## config.mk

```make
export PLATFORM = sky130hd
export DESIGN_NAME = csa_multiword_seq
export DESIGN_NICKNAME = d
export VERILOG_FILES = /design/src/rtl/csa_multiword_seq.sv
export SDC_FILE = /design/constraint.sdc
export NUM_CORES = 1
export LEC_CHECK = 0
export ABC_AREA = 1
export ABC_CLOCK_PERIOD_IN_PS = 4500
export BUFFER_PORTS_ARGS = -buffer_cell sky130_fd_sc_hd__buf_4
export CAP_MARGIN = 40
export CELL_PAD_IN_SITES_DETAIL_PLACEMENT = 1
export CELL_PAD_IN_SITES_GLOBAL_PLACEMENT = 1
export CORE_UTILIZATION = 40
export CTS_CLUSTER_DIAMETER = 80
export DETAILED_ROUTE_END_ITERATION = 8
export PLACE_DENSITY = 0.83
export SLEW_MARGIN = 30
export SYNTH_ARGS = -nofsm -noshare
export SYNTH_HDL_FRONTEND = slang
export SYNTH_SLANG_ARGS = --single-unit
```

## constraint.sdc

```tcl
create_clock -name clk -period 4.5 [get_ports clk]
set_clock_uncertainty 0.05 [all_clocks]
set_input_delay 0.9 -clock clk [delete_from_list [all_inputs] [get_ports clk]]
set_output_delay 0.9 -clock clk [all_outputs]
set_load 0.02 [all_outputs]
```

## src/rtl/csa_multiword_seq.sv

```systemverilog
// Multi-cycle wide adder: one SLICE-bit carry-select adder is reused over WIDTH/SLICE
// cycles, least-significant slice first, with valid/ready handshakes on both sides.
module csa_multiword_seq #(
    parameter int WIDTH    = 32,
    parameter int SLICE    = 8,
    parameter int K        = 4,
    parameter int ADD_TYPE = 1
) (
    input  logic             clk,
    input  logic             rst,
    input  logic             in_valid,
    output logic             in_ready,
    input  logic [WIDTH-1:0] a,
    input  logic [WIDTH-1:0] b,
    input  logic             ci,
    output logic             out_valid,
    input  logic             out_ready,
    output logic [WIDTH-1:0] sum,
    output logic             co,
    output logic             busy
);
    localparam int NSL = WIDTH / SLICE;
    localparam int CW  = $clog2(NSL) + 1;
    localparam logic [CW-1:0] LAST = CW'(NSL - 1);

    if (WIDTH % SLICE != 0) begin : g_bad_width
        $error("csa_multiword_seq: WIDTH must be a multiple of SLICE");
    end
    if (K >= SLICE) begin : g_bad_split
        $error("csa_multiword_seq: K must be smaller than SLICE");
    end
    if (ADD_TYPE == 1 && (K != 4 || SLICE != 8)) begin : g_bad_cla
        $error("csa_multiword_seq: CLA slice requires K==4 and SLICE==8");
    end

    typedef enum logic [1:0] {IDLE, RUN, DONE} state_t;

    state_t           state, state_nx;
    logic [WIDTH-1:0] a_q, b_q, sum_q, sum_nx;
    logic             carry_q;
    logic [CW-1:0]    cnt;
    logic [SLICE-1:0] s_sl;
    logic             c_sl;

    carryselect #(.N(SLICE), .K(K), .CLA(ADD_TYPE)) u_cs (
        .x   (a_q[SLICE-1:0]),
        .y   (b_q[SLICE-1:0]),
        .cin (carry_q),
        .s   (s_sl),
        .cout(c_sl)
    );

    // Each new slice enters at the top, so after NSL shifts slice 0 sits at the bottom.
    if (NSL == 1) begin : g_one_slice
        assign sum_nx = s_sl;
    end else begin : g_multi_slice
        assign sum_nx = {s_sl, sum_q[WIDTH-1:SLICE]};
    end

    always_ff @(posedge clk or posedge rst) begin
        if (rst) state <= IDLE;
        else     state <= state_nx;
    end

    // NOTE: every output of a combinational block gets a default first, so no path
    // through the case can leave it unassigned and infer a latch.
    always_comb begin
        state_nx  = state;
        in_ready  = 1'b0;
        out_valid = 1'b0;
        busy      = 1'b0;
        case (state)
            IDLE: begin
                in_ready = 1'b1;
                if (in_valid) state_nx = RUN;
            end
            RUN: begin
                busy = 1'b1;
                if (cnt == LAST) state_nx = DONE;
            end
            DONE: begin
                busy      = 1'b1;
                out_valid = 1'b1;
                if (out_ready) state_nx = IDLE;
            end
            default: state_nx = IDLE;
        endcase
    end

    // NOTE: sequential state uses non-blocking assignments so every register samples
    // the pre-edge values, independent of statement order.
    always_ff @(posedge clk or posedge rst) begin
        if (rst) begin
            a_q     <= '0;
            b_q     <= '0;
            sum_q   <= '0;
            carry_q <= 1'b0;
            cnt     <= '0;
        end else begin
            case (state)
                IDLE: begin
                    if (in_valid) begin
                        a_q     <= a;
                        b_q     <= b;
                        carry_q <= ci;
                        cnt     <= '0;
                    end
                end
                RUN: begin
                    sum_q   <= sum_nx;
                    a_q     <= a_q >> SLICE;
                    b_q     <= b_q >> SLICE;
                    carry_q <= c_sl;
                    cnt     <= cnt + CW'(1);
                end
                default: ;
            endcase
        end
    end

    // sum_q holds partial slices during RUN; only the finished result is ever visible.
    assign sum = (state == DONE) ? sum_q : '0;
    assign co  = (state == DONE) ? carry_q : 1'b0;
endmodule

// Carry-select adder: low K bits add with the real carry-in, the high part is
// computed for both carry values and chosen by the low carry-out.
module carryselect #(
    parameter int N   = 8,
    parameter int K   = 4,
    parameter int CLA = 0
) (
    input  logic [N-1:0] x,
    input  logic [N-1:0] y,
    input  logic         cin,
    output logic [N-1:0] s,
    output logic         cout
);
    logic [K-1:0]   s_lo;
    logic [N-K-1:0] s_hi0, s_hi1;
    logic           c_lo, c_hi0, c_hi1;

    csa_addblk #(.N(K), .CLA(CLA)) u_lo (
        .x(x[K-1:0]), .y(y[K-1:0]), .cin(cin), .s(s_lo), .cout(c_lo)
    );
    csa_addblk #(.N(N-K), .CLA(CLA)) u_hi0 (
        .x(x[N-1:K]), .y(y[N-1:K]), .cin(1'b0), .s(s_hi0), .cout(c_hi0)
    );
    csa_addblk #(.N(N-K), .CLA(CLA)) u_hi1 (
        .x(x[N-1:K]), .y(y[N-1:K]), .cin(1'b1), .s(s_hi1), .cout(c_hi1)
    );

    assign s    = {c_lo ? s_hi1 : s_hi0, s_lo};
    assign cout = c_lo ? c_hi1 : c_hi0;
endmodule

// N-bit adder block: ripple carry, or flattened lookahead carries when CLA != 0.
module csa_addblk #(
    parameter int N   = 4,
    parameter int CLA = 0
) (
    input  logic [N-1:0] x,
    input  logic [N-1:0] y,
    input  logic         cin,
    output logic [N-1:0] s,
    output logic         cout
);
    logic [N-1:0] g, p;
    logic [N:0]   c;
    logic         term;

    always_comb begin
        g    = x & y;
        p    = x ^ y;
        c    = '0;
        c[0] = cin;
        term = 1'b0;
        for (int i = 1; i <= N; i++) begin
            if (CLA != 0) begin
                // c[i] = OR_j (g[j] & p[j+1..i-1]) | (cin & p[0..i-1])
                for (int j = 0; j < i; j++) begin
                    term = g[j];
                    for (int m = j + 1; m < i; m++) term = term & p[m];
                    c[i] = c[i] | term;
                end
                term = cin;
                for (int m = 0; m < i; m++) term = term & p[m];
                c[i] = c[i] | term;
            end else begin
                c[i] = g[i-1] | (p[i-1] & c[i-1]);
            end
        end
        s    = p ^ c[N-1:0];
        cout = c[N];
    end
endmodule

```

-- Word-level counts from Yosys, hierarchy flattened
Cells that the tools add are included.
- flip-flop bits (word level): 102
- input bits: 69
- output and inout bits: 36
- $add $sub $neg: 1
- equality and inequality tests: 6
- multiplexer cells: 19
- bitwise gates (word level): 46
- reductions and logical operators: 5
- operator list (operator ; number):
    case mux 32 bit (2 select lines) ; 2
    2-to-1 mux 32 bit ; 3
    bitwise OR 1 bit ; 20
    bitwise XOR 4 bit ; 5
    AND 1 bit ; 19
    AND 4 bit ; 2
    2-to-1 mux 1 bit ; 6
    2-to-1 mux 2 bit ; 3
    != test 2 bit, second input constant ; 3
    case mux 2 bit (3 select lines) ; 1
    case mux 3 bit (2 select lines) ; 1
    2-to-1 mux 4 bit ; 1
    adder 3 x 1 -> 3 bit, second input constant ; 1
    == test 3 x 2 -> 1 bit, second input constant ; 1
    2-to-1 mux 3 bit ; 1
    AND reduction 3 bit ; 1
    == test 2 x 1 -> 1 bit, second input constant ; 1
    == test 2 bit, second input constant ; 1
    logical NOT 2 bit ; 1
    case mux 1 bit (2 select lines) ; 1
    AND reduction 2 bit ; 1
    nonzero test 2 bit ; 1
    OR reduction 2 bit ; 1

-- Logic depth before layout (Yosys ltp)
Gate-level depths: netlist (run 1).
- depth after elaboration: 10
- gate-level depth with buffers: 10
- mapped depth without buffers: 10

-- Modules after synthesis
A second synthesis (run 1) with hierarchy kept.
- cell total of the unflattened synthesis: 758
- area total of the unflattened synthesis: 5627.9 um^2
- by module, submodules not included (module ; instances ; cells each ; area each (um^2) ; seq. area each (um^2)):
    csa_multiword_seq ; 1 ; 665 ; 5031.1 ; 2552.4
    csa_addblk ; 3 ; 25 ; 176.4 ; 0.0
    carryselect ; 1 ; 18 ; 67.6 ; 0.0

-- Worst setup path after synthesis (run 1)
No wires, ideal clock.
- path type: register to output
- start: register state[0]
- end: output sum[10]
- arrival: 1.455 ns
- required time: 3.550 ns
- path slack: 2.095 ns
- cell stages (with the launch flop): 7
- cell sequence: dfrtp_1 inv_1 ha_1 clkbuf_1 clkbuf_1 nand2_1 inv_1
- cells in the longest elaborated chain, start to end: 2
- ends and longest elaborated chain (item ; line ; text):
    start: declaration ; 38 ; state_t state, state_nx;
    start signal: assignment ; 62 ; else state <= state_nx;
    == test 2 bit ; 122 ; assign sum = (state == DONE) ? sum_q : '0;
    2-to-1 mux 32 bit ; 122 ;
    end: declaration ; 18 ; output logic [WIDTH-1:0] sum,
No other way between the ends.

-- Worst setup path after layout (run 1)
- start: register state[0]
- end: output sum[25]
The elaborated chain is that of the path after synthesis.

==> impl_metrics.toml, run 1 <==
[pwr]
leakage_nw = 3.26
power_density_nw_per_um2 = 747
max-vdd-ir-drop_mv = 0.292

[final_layout]
layout.nets = 789
instances_no_fill = 877
n_fill_cell = 1506
syn_to_final_growth_pct = 24.2
antenna_cells = 0
finalCoreUtilization_pct = 51.0
drive_above_1_share_pct = 18.9

[yosys]
syn_inst = 619
synth-seq-cells = 102
ys_seq_area_share_pct = 51.5
yosys_warnings = 0
syn_avg_cell_area_um2 = 8.00
syn_area_um2 = 4950
synth_fp_nets = 704
synth_cell_type_count = 25

[global_route]
grt_start_max_net_pins = 62
grt_use_total_pct = 20.2
overflow = 0
antenna_found_initial = 0
grt_pass1_vias = 4341
grt_pass1_wl_um = 20500

[detailed_routing]
post_drt_wl_per_cell_um = 13.6
routed_via_density = 4.83
final_antenna_net_count = 0
drc = 0
vias = 4239
dr.pass1.iters = 4
routed_wl_um = 11900
drt_iter0_drc = 245

[placement]
dp_cells = 861
io_buffers = 104
place.gp.congestion = 0.764
dp_hpwl_um = 8330

[sta]
relSlewSlack_pct = 57.2
hold_viol_final = 0
worstMarginPinSlew_ns = 0.642
setup_viol = 0
fin_crit_ns = 2.78
fin_setup_tns_ns = 0
slew_viol_final = 0
fin_crit_sh_pct = 61.8
rsz0062_at_grt = "no"
fmax_ghz = 0.359

[clock_tree]
numCtsBuffers = 9
clockBufferDepth = 2
cts_setup_buffers = 0
cts_root_buf = "clkbuf_16"
clock-sinks = 102
holdBufCountCts = 0
clk_pin_slew_ns = 0.07
cts_tree = "done"
insertion_delay_ns = 0.35
cts.htree.levels = 3
cts_resized = 0

[worst_setup_path]
slowest_stage = "ha_2"
path_cells = "inv_1 > ha_2 > nand2_1 > inv_1 > buf_4"
worst_path_largest_cell_delay_ns = 0.60
arrival_ns = 1.83
critPathLaunchType = "flop"
path_common_cell = "inv_1"
path_max_fanout = 35
endpoint_kind = "output pin"
crit_type = "reg -> out"
required_ns = 3.55

[job]
maxCapViolCount = 0

[floorplanning]
core_area_um2 = 12100
start_util_pct = 41.1
die_y_um = 113
rows = 40
io_pins = 105
fp.dieW_um = 113
die-area_um2 = 12800

[hold_path]
hp-class = "reg -> reg"

[status]
outcome = "complete, no violations"
## registers in the layout (all words and copies together) (netlist names)
signal	count
sum_q	32
state	2
carry_q	1
b_q	32
a_q	32
cnt	3
## final timing paths
check | start | end | slack (ns) | cells past startpoint
max in group asynchronous | rst | a_q[12] | 3.07 | 3
worst max-delay path | state[0] | sum[25] | 1.72 | 5
worst min register to register | b_q[27] | b_q[27] | 0.44 | 2
worst min-delay path | b_q[27] | b_q[27] | 0.44 | 2
min in group asynchronous | rst | cnt[0] | 0.53 | 2
worst max register to register | state[1] | a_q[25] | 1.93 | 7
## placed cells by master, fill, tap and decap left out, types with 2 or more instances in the layout
master	count
a31oi_1	44
inv_6	4
o211ai_1	4
nor2_1	50
xnor2_1	3
clkbuf_16	9
a21oi_1	6
nand2_2	2
buf_4	108
nand3_1	32
nand2_1	222
dfrtp_1	102
o21ai_0	30
ha_1	13
inv_1	63
o21bai_1	2
## power by group
| part | internal, W | total [W] | switching, W |
|---|---|---|---|
| clock network | 0.000440 | 0.000803 | 0.000363 |
| logic | 0.000787 | 0.00217 | 0.00138 |
| registers | 0.00137 | 0.00163 | 0.000260 |
## Yosys cell counts
| cell | n | area share [%] |
|---|---|---|
| nand2_2 | 2 | 0.25 |
| buf_6 | 6 | 1.4 |
| fa_1 | 1 | 0.40 |
| ha_1 | 15 | 3.8 |
| nand4_1 | 1 | 0.13 |
| xnor2_1 | 3 | 0.53 |
| a31oi_1 | 44 | 5.6 |
| inv_2 | 1 | 0.076 |
| a21oi_1 | 6 | 0.61 |
| o21bai_1 | 2 | 0.30 |
| buf_1 | 3 | 0.23 |
| dfrtp_1 | 102 | 52 |
| o22ai_1 | 1 | 0.13 |
| nand2_4 | 1 | 0.23 |
| nand2_1 | 222 | 17 |
| nand3_1 | 32 | 3.2 |
| buf_2 | 3 | 0.30 |
| o211ai_1 | 4 | 0.61 |
| buf_4 | 2 | 0.30 |
| or2_4 | 1 | 0.18 |
| nor2_1 | 50 | 3.8 |
| o21ai_0 | 30 | 3.0 |
| clkinv_1 | 1 | 0.076 |
| inv_1 | 64 | 4.9 |
| clkbuf_1 | 22 | 1.7 |
## worst max-delay path, delay by kind of cell (launching register included)
family	cells	cell delay (ns)
adders and majority gates	1	0.60
DFF	1	0.42
buffers and inverters	3	0.34
and+or+nand+nor	1	0.12
## metal layers
layer / GRT usage [%] / up-vias / part of all wire [%]
met5: 0 / - / 0
li1: - / 2135 / -
met3: 3.96 / 11 / 4.9
met4: 7.46 / 0 / 1.6
met1: 25.8 / 1998 / 45
met2: 33.9 / 95 / 49
## kinds of logic after synthesis
kind of cell    after synthesis  share of synthesized area, %
buf+inv                     102                          8.87
compound gates               87                          10.2
xor+xnor                      3                         0.531
fa+ha+maj                    16                          4.19
flops                       102                          51.5
simple gates                309                          24.6
## layout make-up
type / instances / area [um^2] / area share, %
clock inverters: 7 / 78.8 / 1.28
well taps: 168 / 210 / 3.42
repair buffers: 110 / 858 / 14.0
multi-input cells: 415 / 1980 / 32.1
flip-flops and latches: 102 / 2550 / 41.5
clock buffers: 9 / 225 / 3.66
inverters: 66 / 250 / 4.07
## metrics by stage
stage | setup WS (ns) | hold slack, ns | total power, W | cell area, um^2
global placement | 1.74 | 0.412 | 0.00366 | 5800
global route | 1.56 | 0.459 | 0.00503 | 6150
CTS | 1.68 | 0.438 | 0.00466 | 6150
detailed placement | 1.73 | 0.417 | 0.00383 | 5850
finish | 1.72 | 0.436 | 0.00460 | 6150
floorplan | 0.875 | 0.396 | 0.00326 | 4950
Note: power is estimated with default switching activity, not from simulation.
==> run 2, diff against run 1 <==
--- a/config.mk
+++ b/config.mk
@@ -5,13 +5,13 @@
 export SDC_FILE = /design/constraint.sdc
 export NUM_CORES = 1
 export LEC_CHECK = 0
-export ABC_AREA = 1
-export ABC_CLOCK_PERIOD_IN_PS = 4500
+export ABC_AREA = 0
+export ABC_CLOCK_PERIOD_IN_PS = 2700
 export BUFFER_PORTS_ARGS = -buffer_cell sky130_fd_sc_hd__buf_4
 export CAP_MARGIN = 40
 export CELL_PAD_IN_SITES_DETAIL_PLACEMENT = 1
 export CELL_PAD_IN_SITES_GLOBAL_PLACEMENT = 1
-export CORE_UTILIZATION = 40
+export CORE_UTILIZATION = 43
 export CTS_CLUSTER_DIAMETER = 80
 export DETAILED_ROUTE_END_ITERATION = 8
 export PLACE_DENSITY = 0.83
==> constraint.sdc (replaced) <==
create_clock -name clk -period 2.7 [get_ports clk]
set_clock_uncertainty 0.05 [all_clocks]
set_input_delay 0.54 -clock clk [delete_from_list [all_inputs] [get_ports clk]]
set_output_delay 0.54 -clock clk [all_outputs]
set_load 0.02 [all_outputs]
==> run 2 against run 1 <==
Synthesized cell count fell by 28%. Utilization rose by 4.9 points. Setup slack got worse by 1.2 ns. Flip-flop and latch count did not move. Global-route usage rose by 0.12 points. Sequential share of layout area fell by 0.31 points. Hold slack got worse by 0.26 ns. Clock power rose by 58%. Combinational power rose by 80%. Non-clock buffer count rose by 3. Die area fell by 6.3%.
==> impl_metrics.toml, run 2 <==
[floorplanning]
io_pins = 105
rows = 38
fp.dieW_um = 110
die_y_um = 110
die-area_um2 = 12000
start_util_pct = 45.0
core_area_um2 = 11100

[clock_tree]
insertion_delay_ns = 0.34
clk_pin_slew_ns = 0.08
numCtsBuffers = 9
cts.htree.levels = 3
cts_root_buf = "clkbuf_16"
cts_setup_buffers = 0
clock-sinks = 102
holdBufCountCts = 0
cts_tree = "done"
cts_resized = 0
clockBufferDepth = 2

[final_layout]
multiInputGateArea_um2 = 2270
final_common_cell = "buf_4"
drive_above_1_share_pct = 30.8
layout.nets = 625
finalCoreUtilization_pct = 55.9
instances_no_fill = 685
syn_to_final_growth_pct = 24.4
largest_registers = "a_q (32), b_q (32), sum_q (32)"
antenna_cells = 0
n_fill_cell = 1191
final_cell_mix = "111 x buf_4, 102 x dfrtp_1, 56 x nand2_1"
regArea_um2 = 2550

[sta]
relSlewSlack_pct = 55.9
fin_setup_tns_ns = 0
hold_viol_final = 0
setup_viol = 0
worstMarginPinSlew_ns = 0.661
rsz0062_at_grt = "no"
slew_viol_final = 0
fmax_ghz = 0.449
fin_crit_sh_pct = 82.5
fin_crit_ns = 2.23

[pwr]
pwr-share-comb_pct = 49.1
leakage_nw = 3.00
internal-power_w = 0.00479
seqPwrFrac_pct = 34.9
pwr-share-clk_pct = 16.0
switching_share_pct = 39.7
power_density_nw_per_um2 = 1280
p_sw_w = 0.00315
max-vdd-ir-drop_mv = 0.564

[hold_path]
hp-class = "in -> async"

[yosys]
syn_avg_cell_area_um2 = 11.1
yosys_most_used_dff = "dfrtp_1"
syn_area_um2 = 4980
synth_edf_count = 0
synth-seq-cells = 102
synthTopCellsByCount = "102 x dfrtp_1, 56 x nand2_1, 55 x o21ai_0, 51 x mux2i_1, 34 x and2_1"
syn_inst = 447
synth_top_area_share_pct = 51.2
synth_fp_nets = 532
yosysTopAreaCell = "dfrtp_1"
synth.area.top_cells = "dfrtp_1 51%, mux2i_1 10%, mux2_2 6.3%"
synth.most_common_cell = "dfrtp_1"
ys_seq_area_share_pct = 51.2
synthArstFlopShare_pct = 100
synth_cell_type_count = 48
yosys_warnings = 0

[placement]
io_buffers = 104
place.gp.congestion = 0.763
dp_hpwl_um = 8200
dp_cells = 669

[detailed_routing]
vias = 3650
drt_iter0_drc = 98
final_antenna_net_count = 0
dr.pass1.iters = 4
routed_wl_um = 11300
routed_via_density = 5.33
post_drt_wl_per_cell_um = 16.5
drc = 0

[worst_setup_path]
required_ns = 2.91
arrival_ns = 2.43
crit_type = "reg -> reg"
endpoint_kind = "flop"
critPathLaunchType = "flop"
path_max_fanout = 32

[global_route]
grt_pass1_vias = 3869
grt_pass1_wl_um = 18700
antenna_found_initial = 0
grt_use_total_pct = 20.3
overflow = 0
grt_start_max_net_pins = 71

[job]
maxCapViolCount = 0

[status]
outcome = "complete, no violations"
==> run 2: changes by cell type in the layout (fill, tap and decap cells not counted), moves of 16 or more <==
| cell | before | now |
|---|---|---|
| nand2_1 | 222 | 56 |
| inv_1 | 63 | 6 |
| mux2i_1 | 0 | 50 |
| nor2_1 | 50 | 4 |
| a31oi_1 | 44 | 0 |
| and2_1 | 0 | 34 |
| nand3_1 | 32 | 2 |
| mux2_2 | 0 | 28 |
| o21ai_0 | 30 | 55 |
| a22o_1 | 0 | 16 |
==> run 2: power by group through the flow <==
stage                     logic, W  clock network [W]  registers (W)
after floorplan            0.00307                  0        0.00262
after global placement     0.00369                  0        0.00274
after detailed placement   0.00389                  0        0.00280
after CTS                  0.00395            0.00130        0.00278
after global routing       0.00431            0.00136        0.00287
final                      0.00390            0.00127        0.00277
==> run 2: worst paths after layout <==
check	from	endpoint	slack, ns	cells after the start
max in group asynchronous	rst	sum_q[17]	1.80	3
worst min register to register	b_q[12]	b_q[12]	0.43	2
worst min-delay path	rst	a_q[19]	0.18	2
worst max register to register	state[1]	a_q[20]	0.47	6
worst max-delay path	state[1]	a_q[20]	0.47	6
min in group clk	a[25]	a_q[25]	0.36	2
==> run 2: area by class of cell <==
class                      count  area share (%)
clock inverter                 6           0.848
clock buffer                  10            3.86
inverter                       8           0.545
timing repair buffer         113            14.1
tap                          140            2.83
multi-input combinational    306            36.6
sequential                   102            41.2
==> run 2: worst max-delay path, stage by stage, from the launching register on <==
cell	delay, ns
dfrtp_1	0.41
inv_1	0.13
ha_1	0.48
mux2i_4	0.50
buf_4	0.36
nand2_1	0.10
o21ai_0	0.10
==> run 2: routing by layer <==
layer  GRT usage (%)  up-vias  share of wire [%]
li1                -     1746                  -
met1            24.9     1789                 44
met2            35.9      100                 49
met3            3.79       15                5.3
met4            6.57        0                1.8
met5               0        -                  0
==> run 2: cell families after synthesis <==
logic type / share of synthesized area [%]
and+or+nand+nor: 11.0
DFF: 51.2
AOI/OAI and AO/OA: 12.2
muxes: 16.9
buffers and inverters: 3.67
adders and majority gates: 4.17
xor gates and xnor gates: 0.879
==> run 2: metrics by stage <==
step                setup WS, ns  hold WS, ns  area, um^2  power, W
floorplan                  0.814        0.400        4980   0.00569
global placement           0.589        0.411        5910   0.00643
detailed placement         0.521        0.420        5910   0.00669
CTS                        0.454        0.185        6200   0.00803
global route               0.324        0.204        6200   0.00853
finish                     0.471        0.175        6200   0.00794
==> run 3, diff against run 2 <==
--- a/config.mk
+++ b/config.mk
@@ -5,16 +5,16 @@
 export SDC_FILE = /design/constraint.sdc
 export NUM_CORES = 1
 export LEC_CHECK = 0
-export ABC_AREA = 0
-export ABC_CLOCK_PERIOD_IN_PS = 2700
+export ABC_AREA = 1
+export ABC_CLOCK_PERIOD_IN_PS = 1900
 export BUFFER_PORTS_ARGS = -buffer_cell sky130_fd_sc_hd__buf_4
 export CAP_MARGIN = 40
 export CELL_PAD_IN_SITES_DETAIL_PLACEMENT = 1
 export CELL_PAD_IN_SITES_GLOBAL_PLACEMENT = 1
-export CORE_UTILIZATION = 43
+export CORE_UTILIZATION = 36
 export CTS_CLUSTER_DIAMETER = 80
 export DETAILED_ROUTE_END_ITERATION = 8
-export PLACE_DENSITY = 0.83
+export PLACE_DENSITY = 0.79
 export SLEW_MARGIN = 30
 export SYNTH_ARGS = -nofsm -noshare
 export SYNTH_HDL_FRONTEND = slang
==> constraint.sdc (replaced) <==
create_clock -name clk -period 1.9 [get_ports clk]
set_clock_uncertainty 0.05 [all_clocks]
set_input_delay 0.38 -clock clk [delete_from_list [all_inputs] [get_ports clk]]
set_output_delay 0.38 -clock clk [all_outputs]
set_load 0.02 [all_outputs]
==> run 3 against run 2 <==
Register-to-register slack got worse by 0.40 ns. Via count increased by 20%. Critical path depth unchanged. Flip-flop and latch count unchanged. Final area rose by 6.4%. Hold slack got worse by 0.11 ns. Largest power group unchanged.
==> impl_metrics.toml, run 3 (synthesis results as in run 1) <==
[sta]
fmax_ghz = 0.533
setup_viol = 0
fin_crit_sh_pct = 98.7
slew_viol_final = 0
worstMarginPinSlew_ns = 0.645
rsz0062_at_grt = "yes"
hold_viol_final = 0
relSlewSlack_pct = 56.9
fin_crit_ns = 1.87
fin_worst_hold_slack_ns = 0.0651

[global_route]
grt_pass1_vias = 4566
overflow = 0
antenna_found_initial = 0
grt_pass1_wl_um = 21500
grt_start_max_net_pins = 83
grt_use_total_pct = 19.0

[detailed_routing]
routed_wl_um = 13300
routed_via_density = 4.85
drt_iter0_drc = 263
drc = 0
vias = 4379
dr.pass1.iters = 4
post_drt_wl_per_cell_um = 14.7
final_antenna_net_count = 0

[pwr]
p_total_w = 0.0118
max-vdd-ir-drop_mv = 0.663
leakage_nw = 3.36
power_density_nw_per_um2 = 1790

[placement]
place.gp.congestion = 0.807
dp_hpwl_um = 8770
io_buffers = 104
dp_cells = 879

[final_layout]
multiInputGateArea_um2 = 2050
drive_above_1_share_pct = 24.1
largest_registers = "a_q (32), b_q (32), sum_q (32)"
n_fill_cell = 1588
antenna_cells = 0
instances_no_fill = 903
finalCoreUtilization_pct = 49.4
final_common_cell = "nand2_1"
regArea_um2 = 2550
syn_to_final_growth_pct = 33.2
layout.nets = 807
final_cell_mix = "220 x nand2_1, 102 x dfrtp_1, 80 x buf_4"

[clock_tree]
numCtsBuffers = 9
clk_pin_slew_ns = 0.07
cts.htree.levels = 3
holdBufCountCts = 0
cts_tree = "done"
insertion_delay_ns = 0.35
clock-sinks = 102
cts_root_buf = "clkbuf_16"
clockBufferDepth = 2

[floorplanning]
die_y_um = 119
core_area_um2 = 13300
io_pins = 105
rows = 42
start_util_pct = 37.1
die-area_um2 = 14200
fp.dieW_um = 119

[status]
outcome = "complete, no violations"

[worst_setup_path]
endpoint_kind = "output pin"
crit_type = "reg -> out"
path_max_fanout = 18
arrival_ns = 1.44
required_ns = 1.47
critPathLaunchType = "flop"

[hold_path]
hp-class = "in -> async"

[job]
maxCapViolCount = 0
run 3: cell count changes in the layout (fill, tap and decap cells not counted), moves of 18 or more:
cell,delta
a31oi_1,+44
and2_1,-34
buf_4,-31
buf_6,+33
inv_1,+38
inv_2,+18
mux2_2,-28
mux2i_1,-50
nand2_1,+164
nand3_1,+30
nor2_1,+46
o21ai_0,-25
run 3: cell type report:
class | instances | area share, %
clock inverters | 6 | 0.721
multi-input cells | 417 | 31.0
well taps | 176 | 3.34
repair buffers | 126 | 18.8
clock buffers | 10 | 3.47
flip-flops and latches | 102 | 38.7
inverters | 66 | 3.89
run 3: final timing paths:
kind | from | to | slack (ns) | cells after the start
setup / recovery | state[0] | sum[18] | 0.03 | 6
hold / removal | rst | state[1] | 0.07 | 2
min in group clk | a[31] | a_q[31] | 0.20 | 3
max in group asynchronous | rst | sum_q[0] | 1.16 | 3
hold reg to reg | a_q[30] | a_q[30] | 0.43 | 2
setup reg to reg | state[1] | b_q[1] | 0.07 | 9
run 3: metal layers:
layer / up-vias / share of wire [%] / track usage (%) / wire, um
li1: 2163 / - / - / -
met1: 2090 / 42 / 23.1 / 5620
met2: 101 / 50 / 32.6 / 6640
met3: 25 / 5.3 / 4.36 / 700
met4: 0 / 2.3 / 7.20 / 301
met5: - / 0 / 0 / 0
run 3: per-stage QoR:
stage	setup TNS, ns	setup slack, ns	cell area, um^2
3_3_place_gp	0	0.136	6000
3_5_place_dp	0	0.0165	6000
6_report	0	0.0251	6600
4_1_cts	0	0.000392	6390
5_1_grt	-0.840	-0.0515	6600
2_1_floorplan	0	0.0151	4960
run 3: where the power goes:
group          switching, W  leakage, nW  internal (W)  total, W
clock network      0.000840        0.121      0.000896   0.00174
registers          0.000627         1.23       0.00323   0.00386
logic               0.00365         2.01       0.00256   0.00620
run 3: critical path, stage by stage (launching register included):
cell and delay [ns]:
dfrtp_1 0.39, inv_2 0.09, ha_4 0.19, buf_12 0.16
nand2_1 0.08, inv_2 0.06, buf_6 0.11
run 3: repair_timing:
item	4_1_cts	5_1_grt
buffers inserted	0	3
gates cloned	2	3
endpoints found under the setup margin	46	69
pin swaps	1	1
resized for setup	18	51
